## config.mk

```make
export PLATFORM = sky130hd
export DESIGN_NAME = wb_master_bridge_flat
export DESIGN_NICKNAME = d
export VERILOG_FILES = /design/src/rtl/wb_master_bridge_if.sv /design/src/rtl/wb_master_bridge.sv /design/src/flat_wrapper.sv
export SDC_FILE = /design/constraint.sdc
export NUM_CORES = 1
export LEC_CHECK = 0
export CAP_MARGIN = 40
export CORE_MARGIN = 2
export CORE_UTILIZATION = 38
export DETAILED_ROUTE_END_ITERATION = 6
export PLACE_DENSITY = 0.79
export SYNTH_ARGS = -nofsm -noshare
export SYNTH_HDL_FRONTEND = slang
export SYNTH_SLANG_ARGS = --single-unit
```

## constraint.sdc

```tcl
create_clock -name clk -period 4 [get_ports clk]
set_input_delay 0.4 -clock clk [delete_from_list [all_inputs] [get_ports clk]]
set_output_delay 0.4 -clock clk [all_outputs]
set_load 0.01 [all_outputs]
```

## src/rtl/wb_master_bridge_if.sv

```systemverilog
// wb_master_bridge_if: command/response port plus Wishbone classic bus.
// master = bridge view, slave = command source / peripheral side view.
interface wb_master_bridge_if;
    logic        cmd_valid;
    logic        cmd_ready;
    logic        cmd_we;
    logic [31:0] cmd_adr;
    logic [3:0]  cmd_sel;
    logic [31:0] cmd_dat;
    logic        rsp_valid;
    logic        rsp_ready;
    logic [31:0] rsp_dat;
    logic        rsp_err;
    logic        wb_cyc_o;
    logic        wb_stb_o;
    logic        wb_we_o;
    logic [31:0] wb_adr_o;
    logic [3:0]  wb_sel_o;
    logic [31:0] wb_dat_o;
    logic [31:0] wb_dat_i;
    logic        wb_ack_i;

    modport master (
        input  cmd_valid, cmd_we, cmd_adr, cmd_sel, cmd_dat,
        input  rsp_ready, wb_dat_i, wb_ack_i,
        output cmd_ready, rsp_valid, rsp_dat, rsp_err,
        output wb_cyc_o, wb_stb_o, wb_we_o,
        output wb_adr_o, wb_sel_o, wb_dat_o
    );

    modport slave (
        output cmd_valid, cmd_we, cmd_adr, cmd_sel, cmd_dat,
        output rsp_ready, wb_dat_i, wb_ack_i,
        input  cmd_ready, rsp_valid, rsp_dat, rsp_err,
        input  wb_cyc_o, wb_stb_o, wb_we_o,
        input  wb_adr_o, wb_sel_o, wb_dat_o
    );
endinterface

```

## src/rtl/wb_master_bridge.sv

```systemverilog
// wb_master_bridge: turns single valid/ready commands into Wishbone
// classic single cycles, with bus timeout and a valid/ready response.
module wb_master_bridge #(
    parameter int unsigned timeout_cycles = 255,
    parameter bit          write_rsp      = 1'b1
) (
    input  logic               clk,
    input  logic               reset,
    wb_master_bridge_if.master bus,
    output logic               busy
);
    localparam int unsigned cnt_w =
        (timeout_cycles == 0) ? 1 : $clog2(timeout_cycles + 1);
    localparam int unsigned last_cnt =
        (timeout_cycles == 0) ? 0 : timeout_cycles - 1;
    localparam logic [cnt_w-1:0] cnt_last = cnt_w'(last_cnt);
    localparam bit tmo_en = (timeout_cycles != 0);

    typedef enum logic [1:0] {IDLE, BUS, RESP} state_t;

    state_t           state_q;
    state_t           state_d;
    logic [cnt_w-1:0] cnt_q;
    logic             accept;
    logic             ack_hit;
    logic             tmo_hit;

    assign bus.cmd_ready = (state_q == IDLE);
    assign bus.rsp_valid = (state_q == RESP);
    assign busy          = (state_q != IDLE);

    // next state; ack on the terminal-count edge wins over timeout
    always_comb begin
        state_d = state_q;
        accept  = 1'b0;
        ack_hit = 1'b0;
        tmo_hit = 1'b0;
        unique case (state_q)
            IDLE: begin
                if (bus.cmd_valid) begin
                    accept  = 1'b1;
                    state_d = BUS;
                end
            end
            BUS: begin
                if (bus.wb_ack_i) begin
                    ack_hit = 1'b1;
                    if (bus.wb_we_o && !write_rsp)
                        state_d = IDLE;
                    else
                        state_d = RESP;
                end else if (tmo_en && cnt_q == cnt_last) begin
                    tmo_hit = 1'b1;
                    state_d = RESP;
                end
            end
            RESP: begin
                if (bus.rsp_ready)
                    state_d = IDLE;
            end
            default: state_d = IDLE;
        endcase
    end

    // state register
    always_ff @(posedge clk) begin
        if (reset)
            state_q <= IDLE;
        else
            state_q <= state_d;
    end

    // registered bus outputs, timeout counter and response capture
    always_ff @(posedge clk) begin
        if (reset) begin
            bus.wb_cyc_o <= 1'b0;
            bus.wb_stb_o <= 1'b0;
            bus.wb_we_o  <= 1'b0;
            bus.wb_adr_o <= '0;
            bus.wb_sel_o <= '0;
            bus.wb_dat_o <= '0;
            bus.rsp_dat  <= '0;
            bus.rsp_err  <= 1'b0;
            cnt_q        <= '0;
        end else begin
            if (accept) begin
                bus.wb_we_o  <= bus.cmd_we;
                bus.wb_adr_o <= bus.cmd_adr;
                bus.wb_sel_o <= bus.cmd_sel;
                bus.wb_dat_o <= bus.cmd_we ? bus.cmd_dat : 32'h0;
                bus.wb_cyc_o <= 1'b1;
                bus.wb_stb_o <= 1'b1;
                cnt_q        <= '0;
            end else if (ack_hit || tmo_hit) begin
                bus.wb_cyc_o <= 1'b0;
                bus.wb_stb_o <= 1'b0;
                bus.rsp_err  <= tmo_hit;
                if (ack_hit && !bus.wb_we_o)
                    bus.rsp_dat <= bus.wb_dat_i;
                else
                    bus.rsp_dat <= 32'h0;
            end else if (state_q == BUS && tmo_en) begin
                cnt_q <= cnt_q + 1'b1;
            end
        end
    end
endmodule

```

## src/flat_wrapper.sv

```systemverilog
// flat-port wrapper written by rule: the top's interface ports become plain ports
module wb_master_bridge_flat 
#(
    parameter int unsigned timeout_cycles = 255,
    parameter bit          write_rsp      = 1'b1
)
  (clk, reset, busy, bus_cmd_valid, bus_cmd_we, bus_cmd_adr, bus_cmd_sel, bus_cmd_dat, bus_rsp_ready, bus_wb_dat_i, bus_wb_ack_i, bus_cmd_ready, bus_rsp_valid, bus_rsp_dat, bus_rsp_err, bus_wb_cyc_o, bus_wb_stb_o, bus_wb_we_o, bus_wb_adr_o, bus_wb_sel_o, bus_wb_dat_o);
  wb_master_bridge_if bus_i ();
  input  logic clk;
  input  logic reset;
  output logic busy;
  input wire logic [$bits(bus_i.cmd_valid)-1:0] bus_cmd_valid;
  input wire logic [$bits(bus_i.cmd_we)-1:0] bus_cmd_we;
  input wire logic [$bits(bus_i.cmd_adr)-1:0] bus_cmd_adr;
  input wire logic [$bits(bus_i.cmd_sel)-1:0] bus_cmd_sel;
  input wire logic [$bits(bus_i.cmd_dat)-1:0] bus_cmd_dat;
  input wire logic [$bits(bus_i.rsp_ready)-1:0] bus_rsp_ready;
  input wire logic [$bits(bus_i.wb_dat_i)-1:0] bus_wb_dat_i;
  input wire logic [$bits(bus_i.wb_ack_i)-1:0] bus_wb_ack_i;
  output wire logic [$bits(bus_i.cmd_ready)-1:0] bus_cmd_ready;
  output wire logic [$bits(bus_i.rsp_valid)-1:0] bus_rsp_valid;
  output wire logic [$bits(bus_i.rsp_dat)-1:0] bus_rsp_dat;
  output wire logic [$bits(bus_i.rsp_err)-1:0] bus_rsp_err;
  output wire logic [$bits(bus_i.wb_cyc_o)-1:0] bus_wb_cyc_o;
  output wire logic [$bits(bus_i.wb_stb_o)-1:0] bus_wb_stb_o;
  output wire logic [$bits(bus_i.wb_we_o)-1:0] bus_wb_we_o;
  output wire logic [$bits(bus_i.wb_adr_o)-1:0] bus_wb_adr_o;
  output wire logic [$bits(bus_i.wb_sel_o)-1:0] bus_wb_sel_o;
  output wire logic [$bits(bus_i.wb_dat_o)-1:0] bus_wb_dat_o;
  assign bus_i.cmd_valid = bus_cmd_valid;
  assign bus_i.cmd_we = bus_cmd_we;
  assign bus_i.cmd_adr = bus_cmd_adr;
  assign bus_i.cmd_sel = bus_cmd_sel;
  assign bus_i.cmd_dat = bus_cmd_dat;
  assign bus_i.rsp_ready = bus_rsp_ready;
  assign bus_i.wb_dat_i = bus_wb_dat_i;
  assign bus_i.wb_ack_i = bus_wb_ack_i;
  assign bus_cmd_ready = bus_i.cmd_ready;
  assign bus_rsp_valid = bus_i.rsp_valid;
  assign bus_rsp_dat = bus_i.rsp_dat;
  assign bus_rsp_err = bus_i.rsp_err;
  assign bus_wb_cyc_o = bus_i.wb_cyc_o;
  assign bus_wb_stb_o = bus_i.wb_stb_o;
  assign bus_wb_we_o = bus_i.wb_we_o;
  assign bus_wb_adr_o = bus_i.wb_adr_o;
  assign bus_wb_sel_o = bus_i.wb_sel_o;
  assign bus_wb_dat_o = bus_i.wb_dat_o;
  wb_master_bridge #(.timeout_cycles(timeout_cycles), .write_rsp(write_rsp)) u_core (.clk(clk), .reset(reset), .bus(bus_i), .busy(busy));
endmodule
```

Word level (Yosys, flattened, before mapping)
Index checks and enable logic that the tools add are counted.
Widths: inputs -> output; s select.
{"block": "classes", "add_sub_neg": 1, "multipliers": 0, "div_mod_pow": 0, "n_lt_le_gt_ge": 0, "eq_ne": 6, "shift": 0, "n_mux": 16, "bitwise_logic": 2, "n_reduce_logical": 10}
{"cell": "$mux 32", "count": 2}
{"cell": "$mux 1", "count": 9}
{"cell": "$add 8x1->8 const B", "count": 1}
{"cell": "$eq 8x8->1 const B", "count": 1}
{"cell": "$mux 2", "count": 4}
{"cell": "$pmux 2 s3", "count": 1}
{"cell": "$ne 2x2->1 const B", "count": 2}
{"cell": "$reduce_and 2->1", "count": 2}
{"cell": "$reduce_bool 2->1", "count": 2}
{"cell": "$ne 3x2->1 const B", "count": 1}
{"cell": "$reduce_and 3->1", "count": 1}
{"cell": "$eq 2x1->1 const B", "count": 1}
{"cell": "$eq 2x2->1 const B", "count": 1}
{"cell": "$logic_not 2->1", "count": 1}
{"cell": "$not 1->1", "count": 2}
{"cell": "$reduce_or 2->1", "count": 1}
{"cell": "$logic_and 1x1->1", "count": 1}
{"cell": "$logic_not 1->1", "count": 1}
{"cell": "$logic_or 1x1->1", "count": 1}
{"block": "word_totals", "register_bits": 113, "latchBits": 0, "ram_bits": 0, "mem_bits_ro": 0, "out_inout_bits": 107, "wordCells": 44, "mem_count": 0}

Longest topological paths before layout
Gate-level depths: netlist (run 1).
{"block": "depth", "word_depth": 7, "ltp_mapped": 7, "depth_no_buf": 6}

Least setup slack after synthesis (run 1)
No wires, ideal clock.
{"block": "synth_timing", "kind": "register -> register", "startpoint": "register u_core.cnt_q[0]", "endpoint": "register u_core.cnt_q[6]", "setup_ps": 70, "arrival_time_ps": 1498, "path_slack_ps": 2432, "stages_incl_launch_ff": 7, "n_path_buf": 0, "cell_sequence": "dfxtp_1 > inv_1 > ha_1 > nand4_1 > o21ai_0 > or4_1 > a21oi_1"}
{"block": "synth_via", "elab_chain_len": 7, "word_cells_on_any_way": 8, "cone_classes": "add/sub (1); eq/ne (1); mux (3); bitwise (1); reduce/logical (2)"}
{"item": "start, declared", "line": "wb_master_bridge.sv:23", "text": "logic [cnt_w-1:0] cnt_q;"}
{"item": "start signal, assigned", "line": "wb_master_bridge.sv:103", "text": "cnt_q <= cnt_q + 1'b1;"}
{"item": "$eq 8x8->1", "line": "wb_master_bridge.sv:52", "text": "end else if (tmo_en && cnt_q == cnt_last) begin"}
{"item": "$mux 1", "line": "wb_master_bridge.sv:52"}
{"item": "$mux 1", "line": "wb_master_bridge.sv:46", "text": "if (bus.wb_ack_i) begin"}
{"item": "$mux 1", "line": "wb_master_bridge.sv:38", "text": "unique case (state_q)"}
{"item": "$logic_or 1x1->1", "line": "wb_master_bridge.sv:94", "text": "end else if (ack_hit || tmo_hit) begin"}
{"item": "$not 1->1 (no line)"}
{"item": "$reduce_and 2->1 (no line)"}
Parallel ways exist; a longest one is shown, timed or not.
A chain may end at the register's enable or synchronous reset.

Worst setup path in the final report (run 1)
{"block": "layout_timing", "startpoint": "register u_core.state_q[1]", "endpoint": "output port bus_rsp_valid"}
{"block": "layout_via", "elab_chain_len": 1}
{"item": "start, declared", "line": "wb_master_bridge.sv:21", "text": "state_t state_q;"}
{"item": "start signal, assigned", "line": "wb_master_bridge.sv:70", "text": "state_q <= state_d;"}
{"item": "$eq 2x2->1", "line": "wb_master_bridge.sv:29", "text": "assign bus.rsp_valid = (state_q == RESP);"}
{"item": "end, declared", "line": "flat_wrapper.sv:21", "text": "output wire logic [$bits(bus_i.rsp_valid)-1:0] bus_rsp_valid;"}
No other way between the ends.

==> impl.org, run 1 <==
** Finish
- Diode insertion count for antenna repair :: 0
- Layout fillers :: 799
- Synth-to-Final Area Change :: 72.8%
- After routing the design area is 0.00683 mm2.
- Cells with a size suffix above 1 make up 6.98% of the layout.
- The final layout contains 754 nets.

** Routing
- Wires add up to 12,000 um.
- Dividing the detail-routed wire length by the instance count gives 15.1 um.
- In the routed layout, each cell is associated on average with a via count of 4.95.
- Count of TritonRoute iterations in the first routing pass :: 5
- The routed layout has 3,933 vias.
- Total DRC errors in the routed layout :: 0
- Number of routed nets with antenna violations :: 0
- Iteration-0 DRC Markers :: 253

** Clock network
- Clock Tree Buf Depth :: 2
- Clock buffers created by TritonCTS :: 17
- Gates resized, CTS repair :: 0
- The H-tree was split into 4 levels.
- CTS saw 113 sinks.
- Total of hold buffers inserted after clock tree synthesis :: 0
- Clock latency on the worst-skew pair, taken at its later pin, is 0.50 ns.
- In this run the post-CTS setup repair buffer count came out at 0.
- TritonCTS clock tree :: built
- Clock root buffer master :: sky130_fd_sc_hd__clkbuf_8
- Clock-pin slew on the worst setup and hold paths :: 0.06 ns

** Power
- Pwr per Cell Area :: 463 mW/mm2
- Cell internal power was estimated by the tool at 0.00244 W.
- Clk network pwr share :: 49.3%
- Total design power :: 0.00316 W
- The analysis attributes to cell leakage a power of 2.49 nW.
- Of the total power, combinational logic draws 12.4%.
- VDD sags by at most 0.249 mV.
- Net switching fraction of the power :: 22.8%
- In this run, flip-flops and latches consume 38.3% of the power.
- The analysis attributes to net switching a power of 0.000722 W.

** Yosys
- Most instantiated cells after synthesis :: sky130_fd_sc_hd__dfxtp_1, sky130_fd_sc_hd__nand2_1, sky130_fd_sc_hd__a21oi_1, sky130_fd_sc_hd__o21ai_0, sky130_fd_sc_hd__a22o_1
- Sequential-to-total area share from yosys stat :: 57.2%
- After synthesis the netlist holds a flip-flop and latch count of 113.
- Main flop type after synthesis :: sky130_fd_sc_hd__dfxtp_1
- Fraction of synthesized cell area taken by the top area cell type :: 57.2%
- Ranked by total cell area, the synthesized netlist is headed by sky130_fd_sc_hd__dfxtp_1, sky130_fd_sc_hd__nand2_1, sky130_fd_sc_hd__a21oi_1.
- The most common cell in the synthesized netlist is sky130_fd_sc_hd__dfxtp_1.
- The number of nets in the synthesized netlist is 549.
- Each instance of the synthesized netlist takes up on average 8.97 um2.
- The cell count after synthesis came out at 441.
- Cell area after synthesis :: 0.00396 mm2
- Largest area contributor in the synthesized netlist :: sky130_fd_sc_hd__dfxtp_1
- Number of synthesized flops with an enable pin :: 0
- For this run, the number of Yosys warnings is 0.
- Netlist cell types :: 33
- Counting flops with an async set or reset pin after synthesis yields a share of 0%.

** Setup path
- The worst setup path is launched from a register.
- Critical path type :: reg -> out
- Worst path required time :: 3.60 ns
- Element type at the critical path end :: output pin
- Data arrival time of the critical path :: 1.80 ns
- Worst Path Max Fanout :: 7

** STA
- Final min period :: 2.20 ns
- Final setup vio count :: 0
- After routing, the total negative slack on setup checks comes to 0 ns.
- Period utilization :: 55.1%
- Pins Over Slew Limit :: 0
- Between clock sinks in the finished design, the worst skew comes to 0.00865 ns.
- Static timing analysis puts the maximum clock frequency at 454 MHz.
- At the pin with the least slew margin, the transition time is 0.694 ns.
- Total count of hold-check failures in the final report :: 0
- Setup repair after global routing left no endpoint under its margin.
- Measured against its own limit, the worst slew margin works out to 53.7%.
- Hold WS :: 0.448 ns

** Placed design
- Global placer's final weighted congestion :: 0.833
- Placement Cell Area :: 0.00622 mm2
- Detailed placement finished with a half-perimeter wire length of 8360 um.
- IO buf count :: 212

** Die
- Top Ports :: 213
- Full die area :: 0.0112 mm2
- In this run the horizontal extent of the chip is 106 um.
- Row generation in the floorplan step produced 37 rows.
- Vertical die dimension :: 106 um
- Placeable core area :: 0.0102 mm2
- Once the floorplan was initialized, standard cells occupied 38.7% of the core.

** GRT
- Global-route wire length before repair :: 19,100 um
- Entering global routing, the biggest net connects 42 pins.
- Congestion Overflow GR :: 0
- The number of global-route vias before repair came to 3,916.
- The initial antenna violation count is 0.
- In the global route stage, overall resource usage came out at 21.2%.

** Run status
- The flow ran to the end, and the final reports show no timing, DRC or antenna violations.

** Flow run
- The tool flagged a number of max-cap violations equal to 0.

** Hold path
- Hold WC Path Type :: in -> reg
placed cells by master, fill, tap and decap left out, types with 2 or more instances in the layout:
master	netlist	routed
sky130_fd_sc_hd__clkbuf_1	17	2
sky130_fd_sc_hd__o31ai_1	4	4
sky130_fd_sc_hd__clkbuf_16	0	16
sky130_fd_sc_hd__clkinvlp_4	0	4
sky130_fd_sc_hd__clkbuf_8	0	2
sky130_fd_sc_hd__nor2b_1	2	2
sky130_fd_sc_hd__dfxtp_1	113	113
sky130_fd_sc_hd__nand3_1	4	4
sky130_fd_sc_hd__o21ba_2	2	2
sky130_fd_sc_hd__buf_4	1	4
sky130_fd_sc_hd__ha_1	2	2
sky130_fd_sc_hd__nand4_1	3	3
sky130_fd_sc_hd__a211oi_1	2	2
sky130_fd_sc_hd__bufinv_16	0	4
sky130_fd_sc_hd__o21ai_0	36	36
sky130_fd_sc_hd__clkdlybuf4s50_1	0	211
sky130_fd_sc_hd__buf_16	0	2
sky130_fd_sc_hd__nor3_1	2	2
sky130_fd_sc_hd__a22o_1	32	32
sky130_fd_sc_hd__nand2_1	108	108
sky130_fd_sc_hd__nor3b_2	3	2
sky130_fd_sc_hd__inv_6	0	2
sky130_fd_sc_hd__inv_1	2	2
sky130_fd_sc_hd__nor3b_4	0	2
sky130_fd_sc_hd__a21oi_1	71	71
sky130_fd_sc_hd__nor2_1	9	9
path summary, 6_finish.rpt:
| check | start | to | slack (ns) | depth (start not counted) |
|---|---|---|---|---|
| worst max register to register | u_core.state_q[1]$_SDFFE_PP0P_ | u_core.bus.rsp_dat[14]$_SDFFE_PP0P_ | 2.20 | 5 |
| worst min register to register | u_core.bus.wb_sel_o[0]$_SDFFE_PP0P_ | u_core.bus.wb_sel_o[0]$_SDFFE_PP0P_ | 0.45 | 2 |
| worst min-delay path | bus_cmd_adr[20] | u_core.bus.wb_adr_o[20]$_SDFFE_PP0P_ | 0.45 | 3 |
| worst max-delay path | u_core.state_q[1]$_SDFFE_PP0P_ | bus_rsp_valid | 1.80 | 2 |
state kept, by name (all words and copies together) (netlist names):
signal	count
u_core.bus.wb_dat_o	32
u_core.bus.wb_we_o	1
u_core.bus.wb_sel_o	4
u_core.bus.wb_adr_o	32
u_core.state_q	2
u_core.bus.wb_cyc_o	1
u_core.cnt_q	8
u_core.bus.rsp_dat	32
u_core.bus.rsp_err	1
through the flow:
stage	setup slack, ns	util, %	instances
floorplan	2.43	-	441
global placement	1.51	60.1	760
detailed placement	1.81	60.8	763
CTS	1.77	66.8	795
global route	1.73	66.8	795
finish	1.80	66.8	795
cells by family (layout without fill, tap and decap cells):
family / count (synthesis) / after routing / share of synthesized area, %
adders and majority gates: 2 / 2 / 0.633
and+or+nand+nor: 138 / 138 / 14.9
DFF: 113 / 113 / 57.2
buffers and inverters: 35 / 253 / 3.83
AOI/OAI and AO/OA: 151 / 151 / 23.0
xor gates and xnor gates: 2 / 2 / 0.443
power groups by stage:
stage	registers, W	clock network, W	logic (W)
6_report	0.00121	0.00156	0.000392
5_1_grt	0.00122	0.00163	0.000425
4_1_cts	0.00121	0.00159	0.000395
3_5_place_dp	0.00123	0	0.000392
3_3_place_gp	0.00123	0	0.000377
2_1_floorplan	0.00125	0	0.000120
layer usage:
metal / wire [um] / share of wire, % / global-route usage [%]
met5: 0 / 0 / 0
met4: 184 / 1.5 / 8.27
met3: 817 / 6.8 / 7.30
met2: 6260 / 52 / 37.8
met1: 4730 / 39 / 22.9
critical path, cell delays in order (launching register included):
cell	delay, ns
sky130_fd_sc_hd__dfxtp_1	0.45
sky130_fd_sc_hd__nor2b_1	0.26
sky130_fd_sc_hd__clkdlybuf4s50_1	0.60
final cells by class:
class	instances	area, um2	area share (%)
sequential	113	2260	33.1
timing repair buffer	219	2220	32.4
multi-input combinational	293	1560	22.8
clock buffer	20	435	6.37
clock inverter	12	181	2.66
tap	136	170	2.49
inverter	2	7.51	0.110
(Power assumes the default switching activity.)
==> run 2: changes to the inputs <==
CORE_UTILIZATION = 35   (was 38)
PLACE_DENSITY = 0.77   (was 0.79)
clock period = 1.8 ns   (was 4 ns; I/O delays follow)
==> impl.org, run 2 (synthesis results as in run 1) <==
** Run status
- The flow ran to the end, and the final reports show no timing, DRC or antenna violations.

** Clock network
- Clock buffers created by TritonCTS :: 17 (unchanged)
- The number of levels in the clock H-tree is 4 (unchanged).
- Clock latency at the later pin of the worst-skew pair :: 0.41 ns (-0.09 ns)
- The clock-pin slew reported for the worst setup and hold paths after clock tree synthesis is 0.05 ns (about the same).
- Clock Tree Buf Depth :: 2 (unchanged)
- The cell sitting at the root of the clock tree is a sky130_fd_sc_hd__clkbuf_16.
- The number of buffers inserted by hold repair at cts was 0 (unchanged).
- TritonCTS built the clock tree.
- The number of clock sinks was 113 (unchanged).
- Number of buffers inserted to repair setup after CTS :: 0 (unchanged)

** Die
- The floorplan core area was 0.0109 mm2 (+6.9%).
- The floorplan row count was 38 (+2.7%).
- The total I/O pin count was 213 (unchanged).
- Chip width :: 110 um (+4.0%)
- Starting Density :: 36.2% (-2.5 points)
- Full die area :: 0.0122 mm2 (+8.2%)
- The vertical die dimension was 110 um (+4.0%).

** Placed design
- Placed wire-length estimate :: 8610 um (+3.0%)
- IO buf count :: 212 (unchanged)
- Global placer's final weighted congestion :: 0.769 (-7.8%)
- The total instance count after detailed placement was 773 (+1.3%).

** STA
- Worst slew margin relative to its limit :: 66.1% (+12 points)
- The clock tree skew after final layout came to 0.0160 ns (+0.00730 ns).
- The number of endpoints with negative hold slack in the final report is 0 (unchanged).
- Period utilization :: 95.1%
- Pins Over Slew Limit :: 0 (unchanged)
- Setup_tns :: 0 ns (unchanged)
- Setup repair after global routing left no endpoint under its margin.
- Hold WS :: 0.303 ns (-0.144 ns)
- Final setup vio count :: 0 (unchanged)
- For this run, the top clock speed supported by timing is 584 MHz.
- Final min period :: 1.71 ns
- Worst-margin pin slew :: 0.503 ns (-0.191 ns)

** Power
- The total power per unit cell area is 1010 mW/mm2 (+120%).
- The static leakage came to 2.53 nW (+1.7%).
- Worst vdd rail ir drop :: 0.695 mV (+180%)

** Setup path
- The data arrival at the endpoint of the critical path was 2.04 ns (+0.24 ns).
- Element type at the critical path end :: register
- Worst path required time :: 2.13 ns (-1.47 ns)
- Crit start category :: register
- The maximum cell stage delay along the critical path is 0.53 ns (-0.07 ns).
- Cells traversed along the worst timing path :: inv_1 > ha_1 > nand4_1 > o21ai_0 > or4_1 > a21oi_1
- Critical path type :: reg -> reg
- Slowest library cell on the worst path :: sky130_fd_sc_hd__or4_1
- Worst Path Max Fanout :: 3 (-4)

** GRT
- The global-route met2 utilization came to 34.0% (-3.8 points).
- Number of antenna violations at the first check in global routing :: 0 (unchanged)
- Global-route track usage on met3 :: 8.82% (+1.5 points)
- Congestion Overflow GR :: 0 (unchanged)
- Vias in the first global route :: 4,056 (+3.6%)
- met2 is the most crowded layer.
- Met1 track demand over resource :: 21.6% (-1.4 points)
- Global Route Usage Sum :: 20.1% (-1.0 points)
- The pin count of the biggest net entering global routing is 38 (-9.5%).
- Global-route wire length before repair :: 18,800 um (-1.1%)

** Finish
- In the layout the commonest cells are sky130_fd_sc_hd__clkdlybuf4s50_1, sky130_fd_sc_hd__dfxtp_1, sky130_fd_sc_hd__nand2_1.
- The number of inserted diodes is 0 (unchanged).
- Final non-filler cell total :: 805 (+1.3%)
- Leaving out fill and tap cells, the most frequent cell in the layout is sky130_fd_sc_hd__clkdlybuf4s50_1.
- Share of layout cells above drive strength 1 :: 8.42% (+1.4 points)
- In the final layout, the registers with the most flip-flops are u_core.bus.rsp_dat (32), u_core.bus.wb_adr_o (32), u_core.bus.wb_dat_o (32).
- The layout net count was 760 (+0.80%).
- Synth-to-Final Area Change :: 73.9%

** Routing
- The post-detailed-route wirelength per cell was 15.3 um (+1.4%).
- The via count normalized by instance count was 4.93 (-0.29%).
- The remaining number of nets flagged by the antenna check after routing is 0 (unchanged).
- The number of iterations in the first detailed-routing pass was 5 (unchanged).
- The violation count after the first detailed-routing iteration was 246 (-2.8%).
- Total routed wirelength :: 12,300 um (+2.7%)
- Via count :: 3,971 (+0.97%)
- The DRC violation count after routing is 0 (unchanged).

** Flow run
- The number of violations of the max-capacitance limit came to 0 (unchanged).

** Hold path
- Hold WC Path Type :: in -> reg
## run 2: metrics by stage
step	utilization (%)	cell area, um2	setup WS (ns)	power (W)
floorplan	-	3960	0.232	0.00305
global placement	57.3	6270	0.0894	0.00361
detailed placement	57.3	6270	0.0810	0.00363
CTS	62.9	6880	0.0424	0.00705
global route	62.9	6880	0.0244	0.00724
finish	62.9	6880	0.0875	0.00697
## run 2: final timing paths
| check | from | endpoint | slack, ns | cells after the start |
|---|---|---|---|---|
| min | reset | u_core.cnt_q[0]$_SDFFE_PP0P_ | 0.30 | 3 |
| max reg2reg | u_core.cnt_q[0]$_SDFFE_PP0P_ | u_core.cnt_q[6]$_SDFFE_PP0P_ | 0.09 | 6 |
| max | u_core.cnt_q[0]$_SDFFE_PP0P_ | u_core.cnt_q[6]$_SDFFE_PP0P_ | 0.09 | 6 |
| min reg2reg | u_core.bus.wb_adr_o[16]$_SDFFE_PP0P_ | u_core.bus.wb_adr_o[16]$_SDFFE_PP0P_ | 0.45 | 2 |
## run 2: area by class of cell
class	count	area (um2)
clock inverter	11	135
tap	140	175
sequential	113	2260
timing repair buffer	225	2260
multi-input combinational	293	1560
inverter	2	7.51
fill	921	4060
clock buffer	21	470
## run 2: what timing repair did
action,CTS,global route
hold endpoints to repair,0,0
gates resized for setup,3,1
endpoints found under the setup margin,3,2
## run 2: routing by layer
layer | part of all wire [%] | wire [um]
met1 | 39 | 4780
met2 | 50 | 6160
met3 | 8.8 | 1090
met4 | 2.2 | 276
met5 | 0 | 0
## run 2: where the power goes
group          switching (W)  leakage [nW]  total [W]  internal (W)
Clock                0.00113         0.298    0.00340       0.00227
Combinational       0.000367          1.31   0.000884      0.000517
Sequential         0.0000678         0.922    0.00269       0.00262
Total                0.00156          2.53    0.00697       0.00541
## run 2: critical path: cells and delay by family, from the launching register on
family	cells	cell delay (ns)
buffers and inverters	1	0.08
adders and majority gates	1	0.23
AOI/OAI and AO/OA	2	0.32
DFF	1	0.35
and+or+nand+nor	2	0.66
==> run 3: changes to the inputs <==
CORE_ASPECT_RATIO = 1.2   (was unset)
RECOVER_POWER = 100   (was unset)
==> impl.org, run 3 (synthesis results as in run 1) <==
** Die
- Full die area :: 0.0122 mm2 (about the same)
- The total I/O pin count came to 213 (unchanged).
- Vertical die dimension :: 120 um (+9.2%)
- The floorplan core area was 0.0110 mm2 (+0.92%).
- Starting Density :: 35.8% (-0.33 points)
- The chip width is 101 um (-8.4%).
- Floorplan row count :: 42 (+11%)

** GRT
- Vias in the first global route :: 3,979 (-1.9%)
- The remaining global-route overflow came to 0 (unchanged).
- The pin count of the biggest net entering global routing was 62 (+63%).
- Global-route wire length before repair :: 19,100 um (+1.5%)
- Number of antenna violations at the first check in global routing :: 0 (unchanged)
- The overall fraction of global-route tracks in use is 19.9% (-0.24 points).

** Finish
- The number of inserted diodes was 0 (unchanged).
- The fraction of final layout cells sized beyond drive strength 1 came to 7.13% (-1.3 points).
- Leaving out fill and tap cells, the most frequent cells in the layout are sky130_fd_sc_hd__dfxtp_1, sky130_fd_sc_hd__nand2_1, sky130_fd_sc_hd__clkdlybuf4s50_1.
- The layout net count was 757 (-0.39%).
- Synth-to-Final Area Change :: 72.6%
- Largest regs :: u_core.bus.rsp_dat (32), u_core.bus.wb_adr_o (32), u_core.bus.wb_dat_o (32)
- Post-route cell area :: 0.00683 mm2 (-0.75%)
- Final non-filler cell total :: 791 (-1.7%)
- Most common cell after layout, fill and taps aside :: sky130_fd_sc_hd__dfxtp_1
- Layout fillers :: 900 (-2.3%)

** Placed design
- IO buf count :: 212 (unchanged)
- Placed cell count :: 762 (-1.4%)
- The cell area after placement is 0.00622 mm2 (-0.72%).
- The detailed placement HPWL was 8610 um (about the same).
- The weighted congestion reported at the end of routability-driven placement was 0.753 (-2.0%).

** Setup path
- Cells traversed along the worst timing path :: nor2_1 > clkdlybuf4s50_1
- On the critical path, the stage with the largest delay is an instance of sky130_fd_sc_hd__clkdlybuf4s50_1.
- The maximum cell stage delay along the critical path was 0.58 ns (+0.05 ns).
- Element type at the critical path end :: output pin
- Worst path bufs/invs :: 1 (unchanged)
- Data arrival time of the critical path :: 1.53 ns (-0.51 ns)
- The highest net fanout along the worst path is 7 (+4).
- The setup path with the least slack is of type reg -> out.
- Grouping stages by cell kind, the critical path spends the most delay in buffers and inverters.
- Worst path required time :: 1.62 ns (-0.51 ns)
- Crit start category :: register

** Power
- Pwr per Cell Area :: 1020 mW/mm2 (+0.33%)
- The overall power consumption came to 0.00694 W (-0.42%).
- Worst vdd rail ir drop :: 0.591 mV (-15%)
- The static leakage was 2.83 nW (+12%).

** STA
- The final-report setup violation count was 0 (unchanged).
- RSZ-0062 raised after global routing :: false
- Worst slew margin relative to its limit :: 51.3% (-15 points)
- Period utilization :: 94.9% (-0.22 points)
- The total negative setup slack came to 0 ns (unchanged).
- The clock tree skew after final layout came to 0.00954 ns (-0.00641 ns).
- Pins Over Slew Limit :: 0 (unchanged)
- The clock period minus final worst setup slack came to 1.71 ns (-0.00399 ns).
- The number of endpoints with negative hold slack in the final report was 0 (unchanged).
- The transition time at the pin with the least slew margin came to 0.731 ns (+0.228 ns).
- Achievable frequency :: 585 MHz (+0.23%)

** Routing
- The total number of vias is 4,016 (+1.1%).
- Total routed wirelength :: 12,200 um (-1.3%)
- Count of TritonRoute iterations in the first routing pass :: 5 (unchanged)
- The remaining number of nets flagged by the antenna check after routing came to 0 (unchanged).
- Iteration-0 DRC Markers :: 127 (-48%)
- Vias/cell :: 5.08 (+2.9%)
- Total DRC errors in the routed layout :: 0 (unchanged)
- Average detailed-routed wire length per instance :: 15.4 um (+0.47%)

** Clock network
- The maximum clock path buffer count is 2 (unchanged).
- The insertion delay of the later-clocked pin in the worst-skew pair was 0.40 ns (about the same).
- TritonCTS clock tree :: built
- Clock H-tree levels :: 4 (unchanged)
- The tree is rooted in a sky130_fd_sc_hd__clkbuf_16.
- The clock-pin slew reported for the worst setup and hold paths after clock tree synthesis came to 0.05 ns (about the same).
- Sink Count :: 113 (unchanged)
- The number of buffers inserted by hold repair at cts is 0 (unchanged).
- The number of buffers added by the clock tree synthesis step was 17 (unchanged).

** Run status
- The flow ran to the end, and the final reports show no timing, DRC or antenna violations.

** Hold path
- The tightest min-delay check is of the in -> reg type.

** Flow run
- Maximum capacitance violations :: 0 (unchanged)
run 3: changes by cell type in the layout (fill, tap and decap cells not counted), moves of 2 or more:
| cell | delta |
|---|---|
| sky130_fd_sc_hd__buf_4 | -4 |
| sky130_fd_sc_hd__clkbuf_8 | +3 |
| sky130_fd_sc_hd__clkdlybuf4s50_1 | -104 |
| sky130_fd_sc_hd__clkinv_2 | -4 |
| sky130_fd_sc_hd__clkinvlp_4 | -2 |
| sky130_fd_sc_hd__dlygate4sd3_1 | +104 |
run 3: timing repair:
item | in CTS | in global routing
setup endpoints to repair | 2 | 3
setup buffers | 0 | 0
resized for setup | 2 | 2
run 3: final cells by class:
| class | instances | area, um2 | share of cell area [%] |
|---|---|---|---|
| Clock buffer | 24 | 512 | 7.50 |
| Clock inverter | 5 | 100 | 1.47 |
| Inverter | 2 | 7.51 | 0.110 |
| Multi-Input combinational cell | 293 | 1550 | 22.8 |
| Sequential cell | 113 | 2260 | 33.2 |
| Tap cell | 132 | 165 | 2.42 |
| Timing Repair Buffer | 222 | 2220 | 32.6 |
run 3: final timing paths:
kind	from	end	slack, ns	cells after the start
hold reg to reg	u_core.bus.wb_adr_o[21]$_SDFFE_PP0P_	u_core.bus.wb_adr_o[21]$_SDFFE_PP0P_	0.45	2
hold / removal	reset	u_core.bus.wb_adr_o[9]$_SDFFE_PP0P_	0.21	2
setup / recovery	u_core.state_q[1]$_SDFFE_PP0P_	bus_cmd_ready	0.09	2
setup reg to reg	u_core.state_q[1]$_SDFFE_PP0P_	u_core.bus.wb_dat_o[22]$_SDFFE_PP0P_	0.14	4
run 3: metal layers:
metal	wire, um	up-vias	GRT usage (%)
met5	0	-	0
met4	324	0	8.70
met3	895	26	7.46
met2	6410	157	34.8
met1	4520	1888	21.1
li1	-	1945	-
run 3: worst reg2reg max path, delay by kind of cell, from the launching register on:
family | cells | cell delay [ns]
AOI/OAI and AO/OA | 1 | 0.40
DFF | 1 | 0.35
buffers and inverters | 1 | 0.44
and+or+nand+nor | 2 | 0.36
run 3: through the flow:
stage	utilization [%]	worst slack, ns	hold slack (ns)
finish	61.9	0.0915	0.209
global route	61.9	0.0154	0.220
CTS	61.9	0.0412	0.193
detailed placement	56.4	0.0827	0.448
global placement	56.4	0.130	0.441
floorplan	-	0.232	0.277
run 3: where the power goes:
| group | internal [W] | switching [W] |
|---|---|---|
| logic | 0.000462 | 0.000369 |
| clock network | 0.00237 | 0.00106 |
| registers | 0.00263 | 0.0000614 |
| total | 0.00546 | 0.00149 |
